--- config.mk ---
export PLATFORM = sky130hd
export DESIGN_NAME = dist_sprite_motion_ctrl_flat
export DESIGN_NICKNAME = d
export VERILOG_FILES = /design/src/rtl/dist_pkg.sv /design/src/rtl/dist_sprite_motion_ctrl_if.sv /design/src/rtl/dist_axis_step.sv /design/src/rtl/dist_sprite_motion_ctrl.sv /design/src/flat_wrapper.sv
export SDC_FILE = /design/constraint.sdc
export NUM_CORES = 1
export LEC_CHECK = 0
export BUFFER_PORTS_ARGS = -buffer_cell sky130_fd_sc_hd__buf_4
export CELL_PAD_IN_SITES_DETAIL_PLACEMENT = 1
export CELL_PAD_IN_SITES_GLOBAL_PLACEMENT = 2
export CORE_MARGIN = 2
export CORE_UTILIZATION = 34
export CTS_CLUSTER_SIZE = 24
export DETAILED_ROUTE_END_ITERATION = 10
export GPL_TIMING_DRIVEN = 1
export PLACE_DENSITY = 0.9
export SLEW_MARGIN = 10
export SYNTH_ARGS = -nofsm -noshare
export SYNTH_HDL_FRONTEND = slang
export SYNTH_SLANG_ARGS = --single-unit
export TNS_END_PERCENT = 30
--- constraint.sdc ---
create_clock -name i_clk -period 4.2 [get_ports i_clk]
set_clock_uncertainty 0.15 [all_clocks]
set_input_delay 1.05 -clock i_clk [delete_from_list [all_inputs] [get_ports i_clk]]
set_output_delay 1.05 -clock i_clk [all_outputs]
set_load 0.01 [all_outputs]
--- src/rtl/dist_pkg.sv ---
// rtl/dist_pkg.sv - shared types and screen/sprite geometry for the distance-sprite path
// Purpose: motion FSM state encoding, coordinate type, screen and sprite sizes,
//          bounce limits and a clamp helper. Imported by the motion controller,
//          its axis stepper and the compositor.
// Ports:   none (package)
package dist_pkg;

  typedef logic [15:0] coord_t;

  typedef enum logic [1:0] {
    ST_IDLE   = 2'd0,
    ST_STEP_X = 2'd1,
    ST_STEP_Y = 2'd2,
    ST_COMMIT = 2'd3
  } motion_state_t;

  localparam int SCREEN_W = 640;
  localparam int SCREEN_H = 480;
  localparam int SPRITE_W = 256;  // 32 texels x 8
  localparam int SPRITE_H = 64;   // 8 texels x 8

  // Largest top-left coordinate that keeps the whole sprite on screen.
  localparam coord_t X_MAX = coord_t'(SCREEN_W - SPRITE_W);
  localparam coord_t Y_MAX = coord_t'(SCREEN_H - SPRITE_H);

  function automatic coord_t clamp_coord(input coord_t i_val, input coord_t i_lim);
    return (i_val > i_lim) ? i_lim : i_val;
  endfunction

endpackage

--- src/rtl/dist_sprite_motion_ctrl_if.sv ---
// rtl/dist_sprite_motion_ctrl_if.sv - control/position bundle between host, motion controller and compositor
// Purpose: groups the v_sync/enable/load inputs and the committed position,
//          flip, update, bounce and overrun outputs of the motion controller.
// Ports (signals):
//   i_v_sync, i_enable, i_load, i_load_x[15:0], i_load_y[15:0]   host -> controller
//   o_sprite_x[15:0], o_sprite_y[15:0], o_x_flip, o_y_flip,
//   o_update, o_bounce_cnt[7:0], o_overrun                      controller -> compositor/host
// Modports: master = motion controller, slave = host/compositor side.
interface dist_sprite_motion_ctrl_if;
  import dist_pkg::*;

  logic       i_v_sync;
  logic       i_enable;
  logic       i_load;
  coord_t     i_load_x;
  coord_t     i_load_y;

  coord_t     o_sprite_x;
  coord_t     o_sprite_y;
  logic       o_x_flip;
  logic       o_y_flip;
  logic       o_update;
  logic [7:0] o_bounce_cnt;
  logic       o_overrun;

  modport master (
    input  i_v_sync, i_enable, i_load, i_load_x, i_load_y,
    output o_sprite_x, o_sprite_y, o_x_flip, o_y_flip, o_update, o_bounce_cnt, o_overrun
  );

  modport slave (
    output i_v_sync, i_enable, i_load, i_load_x, i_load_y,
    input  o_sprite_x, o_sprite_y, o_x_flip, o_y_flip, o_update, o_bounce_cnt, o_overrun
  );

endinterface

--- src/rtl/dist_axis_step.sv ---
// rtl/dist_axis_step.sv - one-axis position step with wall bounce (combinational)
// Purpose: advances a coordinate by i_step in the direction i_dir, clamping to
//          0 or i_max and reversing direction when a wall is reached.
// Ports:
//   i_pos[15:0]      current position
//   i_dir            1 = increasing (right/down), 0 = decreasing
//   i_step[15:0]     pixels per update
//   i_max[15:0]      largest legal position
//   o_next_pos[15:0] stepped position
//   o_next_dir       direction after the step
//   o_hit            1 when this step reached a wall
module dist_axis_step
  import dist_pkg::*;
(
  input  coord_t i_pos,
  input  logic   i_dir,
  input  coord_t i_step,
  input  coord_t i_max,
  output coord_t o_next_pos,
  output logic   o_next_dir,
  output logic   o_hit
);

  // 17-bit sum so a position near 0xFFFF cannot wrap past the wall test.
  logic [16:0] w_sum;
  assign w_sum = {1'b0, i_pos} + {1'b0, i_step};

  always_comb begin
    o_next_pos = i_pos;
    o_next_dir = i_dir;
    o_hit      = 1'b0;
    if (i_dir) begin
      if (w_sum >= {1'b0, i_max}) begin
        o_next_pos = i_max;
        o_next_dir = 1'b0;
        o_hit      = 1'b1;
      end else begin
        o_next_pos = w_sum[15:0];
      end
    end else begin
      if (i_pos <= i_step) begin
        o_next_pos = '0;
        o_next_dir = 1'b1;
        o_hit      = 1'b1;
      end else begin
        o_next_pos = i_pos - i_step;
      end
    end
  end

endmodule

--- src/rtl/dist_sprite_motion_ctrl.sv ---
// rtl/dist_sprite_motion_ctrl.sv - per-frame sprite motion sequencer with edge bounce
// Purpose: synchronises v_sync, divides frames, steps the sprite one axis per
//          cycle into shadow registers and commits position/flip/bounce to the
//          compositor once per frame with a one-cycle o_update pulse.
// Ports:
//   i_clk    pixel clock
//   i_rst_n  asynchronous active-low reset
//   bus      dist_sprite_motion_ctrl_if.master (v_sync, enable, load request,
//            committed position/flips, update pulse, bounce count, overrun flag)
module dist_sprite_motion_ctrl
  import dist_pkg::*;
#(
  parameter int unsigned STEP_X    = 2,
  parameter int unsigned STEP_Y    = 1,
  parameter int unsigned INIT_X    = 350,
  parameter int unsigned INIT_Y    = 16,
  parameter int unsigned FRAME_DIV = 1
) (
  input  logic                      i_clk,
  input  logic                      i_rst_n,
  dist_sprite_motion_ctrl_if.master bus
);

  localparam int DIV_W = (FRAME_DIV > 1) ? $clog2(FRAME_DIV) : 1;
  localparam logic [DIV_W-1:0] DIV_LAST = DIV_W'(FRAME_DIV - 1);

  // v_sync synchroniser and edge detect
  logic             r_vs_meta;
  logic             r_vs_sync;
  logic             r_vs_prev;
  logic             r_vs_edge;
  logic [DIV_W-1:0] r_div_cnt;
  logic             r_overrun;

  // FSM
  motion_state_t    r_state;
  motion_state_t    w_state_nxt;
  logic             w_take_load;
  logic             w_due;
  logic             w_busy;

  // shadow (working) motion state
  coord_t           r_sh_x;
  coord_t           r_sh_y;
  logic             r_dir_x;
  logic             r_dir_y;
  logic             r_flip_x;
  logic             r_flip_y;
  logic [7:0]       r_sh_bounce;

  // committed outputs
  coord_t           r_out_x;
  coord_t           r_out_y;
  logic             r_out_flip_x;
  logic             r_out_flip_y;
  logic [7:0]       r_out_bounce;

  // axis stepper results
  coord_t           w_x_next;
  logic             w_dir_x_next;
  logic             w_hit_x;
  coord_t           w_y_next;
  logic             w_dir_y_next;
  logic             w_hit_y;
  logic [7:0]       w_bounce_y;
  coord_t           w_load_x;
  coord_t           w_load_y;

  assign w_due      = r_vs_edge && (r_div_cnt == DIV_LAST);
  assign w_busy     = (r_state != ST_IDLE);
  assign w_bounce_y = r_sh_bounce + {7'd0, w_hit_y};
  assign w_load_x   = clamp_coord(bus.i_load_x, X_MAX);
  assign w_load_y   = clamp_coord(bus.i_load_y, Y_MAX);

  dist_axis_step u_step_x (
    .i_pos      (r_sh_x),
    .i_dir      (r_dir_x),
    .i_step     (coord_t'(STEP_X)),
    .i_max      (X_MAX),
    .o_next_pos (w_x_next),
    .o_next_dir (w_dir_x_next),
    .o_hit      (w_hit_x)
  );

  dist_axis_step u_step_y (
    .i_pos      (r_sh_y),
    .i_dir      (r_dir_y),
    .i_step     (coord_t'(STEP_Y)),
    .i_max      (Y_MAX),
    .o_next_pos (w_y_next),
    .o_next_dir (w_dir_y_next),
    .o_hit      (w_hit_y)
  );

  // Two-flop synchroniser plus registered edge: r_vs_edge is a single-cycle
  // pulse three clocks after the raw input rises.
  always_ff @(posedge i_clk or negedge i_rst_n) begin
    if (!i_rst_n) begin
      r_vs_meta <= 1'b0;
      r_vs_sync <= 1'b0;
      r_vs_prev <= 1'b0;
      r_vs_edge <= 1'b0;
      r_div_cnt <= '0;
      r_overrun <= 1'b0;
    end else begin
      r_vs_meta <= bus.i_v_sync;
      r_vs_sync <= r_vs_meta;
      r_vs_prev <= r_vs_sync;
      r_vs_edge <= r_vs_sync & ~r_vs_prev;
      // The divider runs on every edge, including disabled or busy frames.
      if (r_vs_edge) begin
        r_div_cnt <= (r_div_cnt == DIV_LAST) ? '0 : r_div_cnt + 1'b1;
      end
      if (r_vs_edge && w_busy) begin
        r_overrun <= 1'b1;
      end
    end
  end

  always_ff @(posedge i_clk or negedge i_rst_n) begin
    if (!i_rst_n) begin
      r_state <= ST_IDLE;
    end else begin
      r_state <= w_state_nxt;
    end
  end

  // Load has priority over a due frame; both are only accepted in IDLE.
  always_comb begin
    w_state_nxt = r_state;
    w_take_load = 1'b0;
    unique case (r_state)
      ST_IDLE: begin
        if (bus.i_load) begin
          w_take_load = 1'b1;
          w_state_nxt = ST_COMMIT;
        end else if (w_due && bus.i_enable) begin
          w_state_nxt = ST_STEP_X;
        end
      end
      ST_STEP_X: w_state_nxt = ST_STEP_Y;
      ST_STEP_Y: w_state_nxt = ST_COMMIT;
      ST_COMMIT: w_state_nxt = ST_IDLE;
      default:   w_state_nxt = ST_IDLE;
    endcase
  end

  // The commit registers load on the edge that enters COMMIT, so the new
  // coordinates appear in the same cycle as o_update. In IDLE the shadow and
  // committed copies are always equal.
  always_ff @(posedge i_clk or negedge i_rst_n) begin
    if (!i_rst_n) begin
      r_sh_x       <= coord_t'(INIT_X);
      r_sh_y       <= coord_t'(INIT_Y);
      r_dir_x      <= 1'b1;
      r_dir_y      <= 1'b1;
      r_flip_x     <= 1'b0;
      r_flip_y     <= 1'b0;
      r_sh_bounce  <= 8'd0;
      r_out_x      <= coord_t'(INIT_X);
      r_out_y      <= coord_t'(INIT_Y);
      r_out_flip_x <= 1'b0;
      r_out_flip_y <= 1'b0;
      r_out_bounce <= 8'd0;
    end else if (w_take_load) begin
      r_sh_x  <= w_load_x;
      r_sh_y  <= w_load_y;
      r_out_x <= w_load_x;
      r_out_y <= w_load_y;
    end else if (r_state == ST_STEP_X) begin
      r_sh_x      <= w_x_next;
      r_dir_x     <= w_dir_x_next;
      r_flip_x    <= r_flip_x ^ w_hit_x;
      r_sh_bounce <= r_sh_bounce + {7'd0, w_hit_x};
    end else if (r_state == ST_STEP_Y) begin
      r_sh_y       <= w_y_next;
      r_dir_y      <= w_dir_y_next;
      r_flip_y     <= r_flip_y ^ w_hit_y;
      r_sh_bounce  <= w_bounce_y;
      r_out_x      <= r_sh_x;
      r_out_y      <= w_y_next;
      r_out_flip_x <= r_flip_x;
      r_out_flip_y <= r_flip_y ^ w_hit_y;
      r_out_bounce <= w_bounce_y;
    end
  end

  assign bus.o_sprite_x   = r_out_x;
  assign bus.o_sprite_y   = r_out_y;
  assign bus.o_x_flip     = r_out_flip_x;
  assign bus.o_y_flip     = r_out_flip_y;
  assign bus.o_update     = (r_state == ST_COMMIT);
  assign bus.o_bounce_cnt = r_out_bounce;
  assign bus.o_overrun    = r_overrun;

endmodule
--- src/flat_wrapper.sv ---
// flat-port wrapper written by rule: the top's interface ports become plain ports
module dist_sprite_motion_ctrl_flat import dist_pkg::*;
#(
  parameter int unsigned STEP_X    = 2,
  parameter int unsigned STEP_Y    = 1,
  parameter int unsigned INIT_X    = 350,
  parameter int unsigned INIT_Y    = 16,
  parameter int unsigned FRAME_DIV = 1
)
  (i_clk, i_rst_n, bus_i_v_sync, bus_i_enable, bus_i_load, bus_i_load_x, bus_i_load_y, bus_o_sprite_x, bus_o_sprite_y, bus_o_x_flip, bus_o_y_flip, bus_o_update, bus_o_bounce_cnt, bus_o_overrun);
  dist_sprite_motion_ctrl_if bus_i ();
  input  logic i_clk;
  input  logic i_rst_n;
  input wire logic [$bits(bus_i.i_v_sync)-1:0] bus_i_v_sync;
  input wire logic [$bits(bus_i.i_enable)-1:0] bus_i_enable;
  input wire logic [$bits(bus_i.i_load)-1:0] bus_i_load;
  input wire logic [$bits(bus_i.i_load_x)-1:0] bus_i_load_x;
  input wire logic [$bits(bus_i.i_load_y)-1:0] bus_i_load_y;
  output wire logic [$bits(bus_i.o_sprite_x)-1:0] bus_o_sprite_x;
  output wire logic [$bits(bus_i.o_sprite_y)-1:0] bus_o_sprite_y;
  output wire logic [$bits(bus_i.o_x_flip)-1:0] bus_o_x_flip;
  output wire logic [$bits(bus_i.o_y_flip)-1:0] bus_o_y_flip;
  output wire logic [$bits(bus_i.o_update)-1:0] bus_o_update;
  output wire logic [$bits(bus_i.o_bounce_cnt)-1:0] bus_o_bounce_cnt;
  output wire logic [$bits(bus_i.o_overrun)-1:0] bus_o_overrun;
  assign bus_i.i_v_sync = bus_i_v_sync;
  assign bus_i.i_enable = bus_i_enable;
  assign bus_i.i_load = bus_i_load;
  assign bus_i.i_load_x = bus_i_load_x;
  assign bus_i.i_load_y = bus_i_load_y;
  assign bus_o_sprite_x = bus_i.o_sprite_x;
  assign bus_o_sprite_y = bus_i.o_sprite_y;
  assign bus_o_x_flip = bus_i.o_x_flip;
  assign bus_o_y_flip = bus_i.o_y_flip;
  assign bus_o_update = bus_i.o_update;
  assign bus_o_bounce_cnt = bus_i.o_bounce_cnt;
  assign bus_o_overrun = bus_i.o_overrun;
  dist_sprite_motion_ctrl #(.STEP_X(STEP_X), .STEP_Y(STEP_Y), .INIT_X(INIT_X), .INIT_Y(INIT_Y), .FRAME_DIV(FRAME_DIV)) u_core (.i_clk(i_clk), .i_rst_n(i_rst_n), .bus(bus_i));
endmodule
; After elaboration in Yosys (flattened, before gate mapping)
; Cells that the tools add are included.
[totals]
reg_bits = 77
latch_bits = 0
ramBits = 0
mem_bits_ro = 0
in_bits = 37
output_inout_bits = 44
wordCells = 88
n_memories = 0
[op_classes]
n_addsub = 7
n_mul = 0
n_div = 0
n_lt_le_gt_ge = 6
n_eq_ne = 5
shift = 0
n_mux = 34
n_bitwise = 7
reduce_logical = 12
[ops]
columns = cell, count
row1 = $mux 16, 16
row2 = $ge 17x9->1 const B, 2
row3 = $gt 16x9->1 const B, 2
row4 = $add 16x1->17 const B, 1
row5 = $add 16x2->17 const B, 1
row6 = $add 8x1->8, 2
row7 = $le 16x1->1 const B, 1
row8 = $le 16x2->1 const B, 1
row9 = $mux 8, 2
row10 = $sub 16x1->16 const B, 1
row11 = $sub 16x2->16 const B, 1
row12 = $mux 1, 13
row13 = $pmux 2 s4, 1
row14 = $reduce_bool 2->1, 4
row15 = $reduce_and 2->1, 3
row16 = $eq 2x2->1 const B, 2
row17 = $mux 2, 2
row18 = $not 1->1, 4
row19 = $logic_and 1x1->1, 3
row20 = $ne 3x2->1 const B, 1
row21 = $reduce_and 3->1, 1
row22 = $eq 2x1->1 const B, 1
row23 = $logic_not 2->1, 1
row24 = $ne 2x1->1 const B, 1
row25 = 3 further kinds, 4

; Depth between registers and ports, before layout
[depth]
word_depth = 7
mapped_depth = 14
depth_no_buf = 13

; Modules after synthesis
; A second synthesis with hierarchy kept.
[unflattened]
hier_cells = 1071
area_unflattened_um2 = 8572.0
[by_module_without_submodules]
columns = module, n_inst, cells_each, area_per_inst_um2, seq_area_each_um2
row1 = dist_sprite_motion_ctrl, 1, 350, 3508.4, 1920.6
row2 = dist_axis_step at u_core.u_step_x, 1, 370, 2595.0, 0.0
row3 = dist_axis_step at u_core.u_step_y, 1, 351, 2468.6, 0.0

; Worst setup path after synthesis
; OpenSTA, ideal clock, no wires.
[synth_timing]
path_type = register -> register
startpoint = register u_core.r_sh_y[0]
endpoint = register u_core.r_sh_bounce[4]
setup_ns = 0.124
arrival_time_ns = 3.018
t_required_ns = 3.926
path_slack_ns = 0.908
path_stages_with_launch = 15
path_buffers = 1
synth_period_minus_slack_ns = 3.292
cell_sequence = dfrtp_1 -> ha_1 -> nand3_2 -> or4_1 -> o2111ai_1 -> nand3_1 -> and4_4 -> buf_6 -> nor2_1 -> ha_1 -> ha_1 -> mux2i_1 -> nor2_1 -> nand3_1 -> xnor2_1
[synth_between]
elab_chain_cells = 7
elab_cells_between_ends = 9
classes_between = add/sub: 2 / order compare: 2 / mux: 5
[synth_rtl]
columns = item, line
row1 = start: declaration, dist_sprite_motion_ctrl.sv:44  ; coord_t r_sh_y;
row2 = start signal: assignment, dist_sprite_motion_ctrl.sv:154  ; r_sh_y <= coord_t'(INIT_Y);
row3 = start signal: assignment, dist_sprite_motion_ctrl.sv:167  ; r_sh_y <= w_load_y;
row4 = start signal: assignment, dist_sprite_motion_ctrl.sv:176  ; r_sh_y <= w_y_next;
row5 = $add 16x1->17, dist_axis_step.sv:26  ; assign w_sum = {1'b0, i_pos} + {1'b0, i_step};
row6 = $ge 17x9->1, dist_axis_step.sv:33  ; if (w_sum >= {1'b0, i_max}) begin
row7 = $mux 1, dist_axis_step.sv:33
row8 = $mux 1 (*), dist_axis_step.sv:32  ; if (i_dir) begin
row9 = $add 8x1->8 (*), dist_sprite_motion_ctrl.sv:71  ; assign w_bounce_y = r_sh_bounce + {7'd0, w_hit_y};
row10 = $mux 8 (*), dist_sprite_motion_ctrl.sv:175  ; end else if (r_state == ST_STEP_Y) begin
row11 = $mux 8 (*), dist_sprite_motion_ctrl.sv:170  ; end else if (r_state == ST_STEP_X) begin
row12 = end signal: assignment, dist_sprite_motion_ctrl.sv:174  ; r_sh_bounce <= r_sh_bounce + {7'd0, w_hit_x};
row13 = end signal: assignment, dist_sprite_motion_ctrl.sv:179  ; r_sh_bounce <= w_bounce_y;
row14 = end: declaration, dist_sprite_motion_ctrl.sv:49  ; logic [7:0] r_sh_bounce;
; Mark *: on every way between the ends. The rest lies on a longest branch, timed or not. The select of a mux whose other input is x is not followed.
; A chain may end at the register's enable or synchronous reset.

; Worst setup path after layout
; Same ends and word-level chain as after synthesis.

==> out/metrics.cfg <==
[global_route]
grt_usage = 0.223
grt_max_degree = 77
grt_pass1_wl_um = 28200
overflow = 0
grt_pass1_vias = 5194
antenna_found_initial = 0

[timing]
relSlewSlack = 0.319
tns_ns = 0
worstMarginPinSlew_ns = 1.02
fin_crit_sh = 0.875
rsz0062_at_grt = no
max_freq_ghz = 0.272
finalSetupViolCount = 0
hold_ws_ns = 0.217
min_period_ns = 3.68
hold_viol = 0
slew_viol_final = 0

[placement]
hpwl_um = 12100
gp_congestion = 0.923
io_buffers = 80

[run_status]
status = completed

[layout]
fin_nets = 696
diodes = 0
layout-drive-gt1-share = 0.208
area_growth_pct = 20.4

[min_path]
min_path_type = reg -> reg
hp-start = u_core.r_vs_meta
holdPathStages = 0
hold_end = u_core.r_vs_sync

[setup_path]
critPathKind = reg -> reg
critPathTopFamily = simple AND/OR/NAND/NOR gates
arrival_ns = 3.76
cp_num_buf_inv = 0
r2r-end = u_core.r_sh_bounce[4]
reg2reg_slack_ns = 0.52
path_cells = ha_1 > nand3_2 > or4_1 > o2111ai_1 > nand3_1 > and4_4 > nor2_1 > ha_1 > ha_1 > mux2i_1 > nor2_1 > nand3_1 > xnor2_1
worstReg2RegStart = u_core.r_sh_y[0]
cp_slowest_cell = dfrtp_1
crit_fanout = 10
crit_cells = 13
worstPathRequired_ns = 4.28
cpPeakStageDelay_ns = 0.54
end_kind = flop
cp-start-kind = flop
cp_common_cell = ha_1
rr_worst_depth = 13

[clock_tree]
clk_pin_slew_worst_paths_ns = 0.06
cts_tree = built
cts_buffers = 9
post_cts_buffers = 0
cts_root_buf = clkbuf_16
clock_sinks = 76
clock_latency_ns = 0.35
htree_levels = 3
clock_path_buffers = 2
ctsResizeCount = 0
cts_hold_buffers = 0

[yosys]
synthSimpleGateAreaFrac = 0.242
synth.area.top_cells = dfrtp_1 31%, dfstp_2 8.0%, nand2_1 5.7%
avgSynthCellArea_um2 = 8.40
synth_mux_area_frac = 0.0216
ys_warn_count = 0
ys_ff_latch = 76
yosysUniqueCellTypes = 69
synth_seq_area_share = 0.391
synth_top_family_by_area = simple AND/OR/NAND/NOR gates
synth_compound_area_frac = 0.224
synth_top_area_cell = dfrtp_1
syn_inst = 585
synthXorXnorAreaFrac = 0.0356
synth_edf_count = 0
netlist.area_leader.share = 0.311
async_reset_ff_frac = 1.00
synth_ff_type = dfrtp_1
synth_nets = 636
synth_fa_ha_area_frac = 0.0356
syn-cell-area_mm2 = 0.00491

[power_and_ir_drop]
peakVddDrop_mv = 0.232
p_leak_uw = 0.00249
p_per_area_mw_per_mm2 = 717

[route]
ant_nets = 0
drt_pass1_iterations = 4
routedWlPerCell_um = 20.2
vias = 4952
drc = 0
avgViaCountPerCell = 5.97
drt-total-wl_um = 16800
drt_iter0_drc = 380

[floorplan]
core-area_mm2 = 0.0140
die_x_um = 124
die_h_um = 124
die_area_mm2 = 0.0154
start_util = 0.351
num_io_pins = 81
rows = 43

[run]
drv_cap = 0

-- cell type report --
class / instances / area, um^2
Sequential cell: 76 / 1920
Multi-Input combinational cell: 453 / 2750
Clock buffer: 11 / 253
Tap cell: 180 / 225
Timing Repair Buffer: 91 / 683
Fill cell: 1699 / 8070
Clock inverter: 5 / 36.3
Inverter: 14 / 52.6
-- how the worst max path moves through the flow --
| stage | startpoint | end | slack, ns |
|---|---|---|---|
| CTS | u_core.r_sh_y[0] | u_core.r_sh_bounce[4] | 0.49 |
| global placement | u_core.r_sh_y[0] | u_core.r_sh_bounce[6] | 0.77 |
| global route | u_core.r_sh_y[0] | u_core.r_sh_bounce[4] | 0.18 |
| finish | u_core.r_sh_y[0] | u_core.r_sh_bounce[4] | 0.52 |
| detailed placement | u_core.r_sh_y[0] | u_core.r_sh_bounce[4] | 0.53 |
| floorplan | u_core.r_sh_y[0] | u_core.r_sh_bounce[4] | 0.91 |
-- power breakdown --
part / leakage [uW] / internal [uW] / switching (uW)
Sequential: 0.000937 / 1020 / 409
Clock: 0.000134 / 433 / 337
Combinational: 0.00142 / 823 / 1230
Total: 0.00249 / 2270 / 1970
-- state kept, by name, indices dropped and copies added (netlist names) --
register / count
u_core.r_state: 2
u_core.r_vs_prev: 1
u_core.r_dir_x: 1
u_core.r_sh_x: 16
u_core.r_dir_y: 1
u_core.bus.o_bounce_cnt: 8
u_core.r_sh_y: 16
u_core.r_vs_meta: 1
u_core.r_sh_bounce: 8
u_core.r_vs_sync: 1
u_core.r_flip_y: 1
u_core.r_vs_edge: 1
u_core.bus.o_sprite_x: 16
u_core.bus.o_x_flip: 1
u_core.r_flip_x: 1
u_core.bus.o_overrun: 1
-- Yosys cell counts, types with 3 or more instances --
| master | n |
|---|---|
| mux2i_1 | 5 |
| a21o_1 | 7 |
| dfstp_2 | 15 |
| o41ai_1 | 3 |
| xnor2_1 | 11 |
| nor2b_1 | 3 |
| o31ai_1 | 7 |
| clkbuf_1 | 25 |
| or3_1 | 3 |
| o221ai_1 | 3 |
| nor4_1 | 18 |
| a21oi_1 | 24 |
| or4_1 | 3 |
| nand3_1 | 26 |
| o21ai_0 | 48 |
| a221oi_1 | 5 |
| nor3_1 | 26 |
| o22ai_1 | 7 |
| buf_4 | 4 |
| nor2_1 | 49 |
| dfrtp_1 | 61 |
| nand2_1 | 75 |
| and4_1 | 4 |
| a31oi_1 | 15 |
| a22oi_1 | 6 |
| ha_1 | 14 |
| nand4_1 | 8 |
| inv_1 | 14 |
| and3_1 | 6 |
| a32o_1 | 3 |
| mux2_2 | 5 |
| o211ai_1 | 3 |
| nand2b_1 | 4 |
| a211oi_1 | 6 |
| a22o_1 | 3 |
| xor2_1 | 9 |
| nand4b_1 | 3 |
| and2_1 | 4 |
| buf_2 | 10 |
-- worst register-to-register path, delay by kind of cell, from the launching register on --
kind | cells | cell delay, ns
XOR/XNOR | 1 | 0.15
multiplexers | 1 | 0.09
AO/OA/AOI/OAI | 1 | 0.20
flip-flops | 1 | 0.54
adder cells (fa/ha/maj) | 3 | 0.82
AND/OR/NAND/NOR | 7 | 1.60
-- per-stage QoR --
stage / util / setup slack, ns / total power (uW) / std cells / area, um^2
2_1_floorplan: - / 0.908 / 2650 / 585 / 4910
3_3_place_gp: 0.403 / 0.772 / 3390 / 814 / 5630
3_5_place_dp: 0.403 / 0.529 / 3470 / 814 / 5630
4_1_cts: 0.423 / 0.495 / 4260 / 830 / 5920
5_1_grt: 0.423 / 0.181 / 4560 / 830 / 5920
6_report: 0.423 / 0.524 / 4250 / 830 / 5920
-- cell usage in the layout (no fill, tap or decap), drive strengths merged, types with 15 or more instances in the layout --
cell	n
a21oi	24
dfstp	15
buf	91
nor3	26
dfrtp	61
nor2	49
nand2	75
nor4	18
nand3	28
a31oi	16
o21ai	49
-- metal layers --
metal  share of wire  GRT usage
met1            0.44      0.294
met4           0.027     0.0859
met2            0.49      0.365
met5               0          0
met3           0.040     0.0409
-- cell families (layout without fill, tap and decap cells) --
family	after synthesis	count (layout)
AO/OA/AOI/OAI	166	166
adder cells (fa/ha/maj)	14	14
flip-flops	76	76
XOR/XNOR	20	20
AND/OR/NAND/NOR	243	243
multiplexers	10	10
buffers and inverters	56	121
Power figures use the tool's default switching activity.
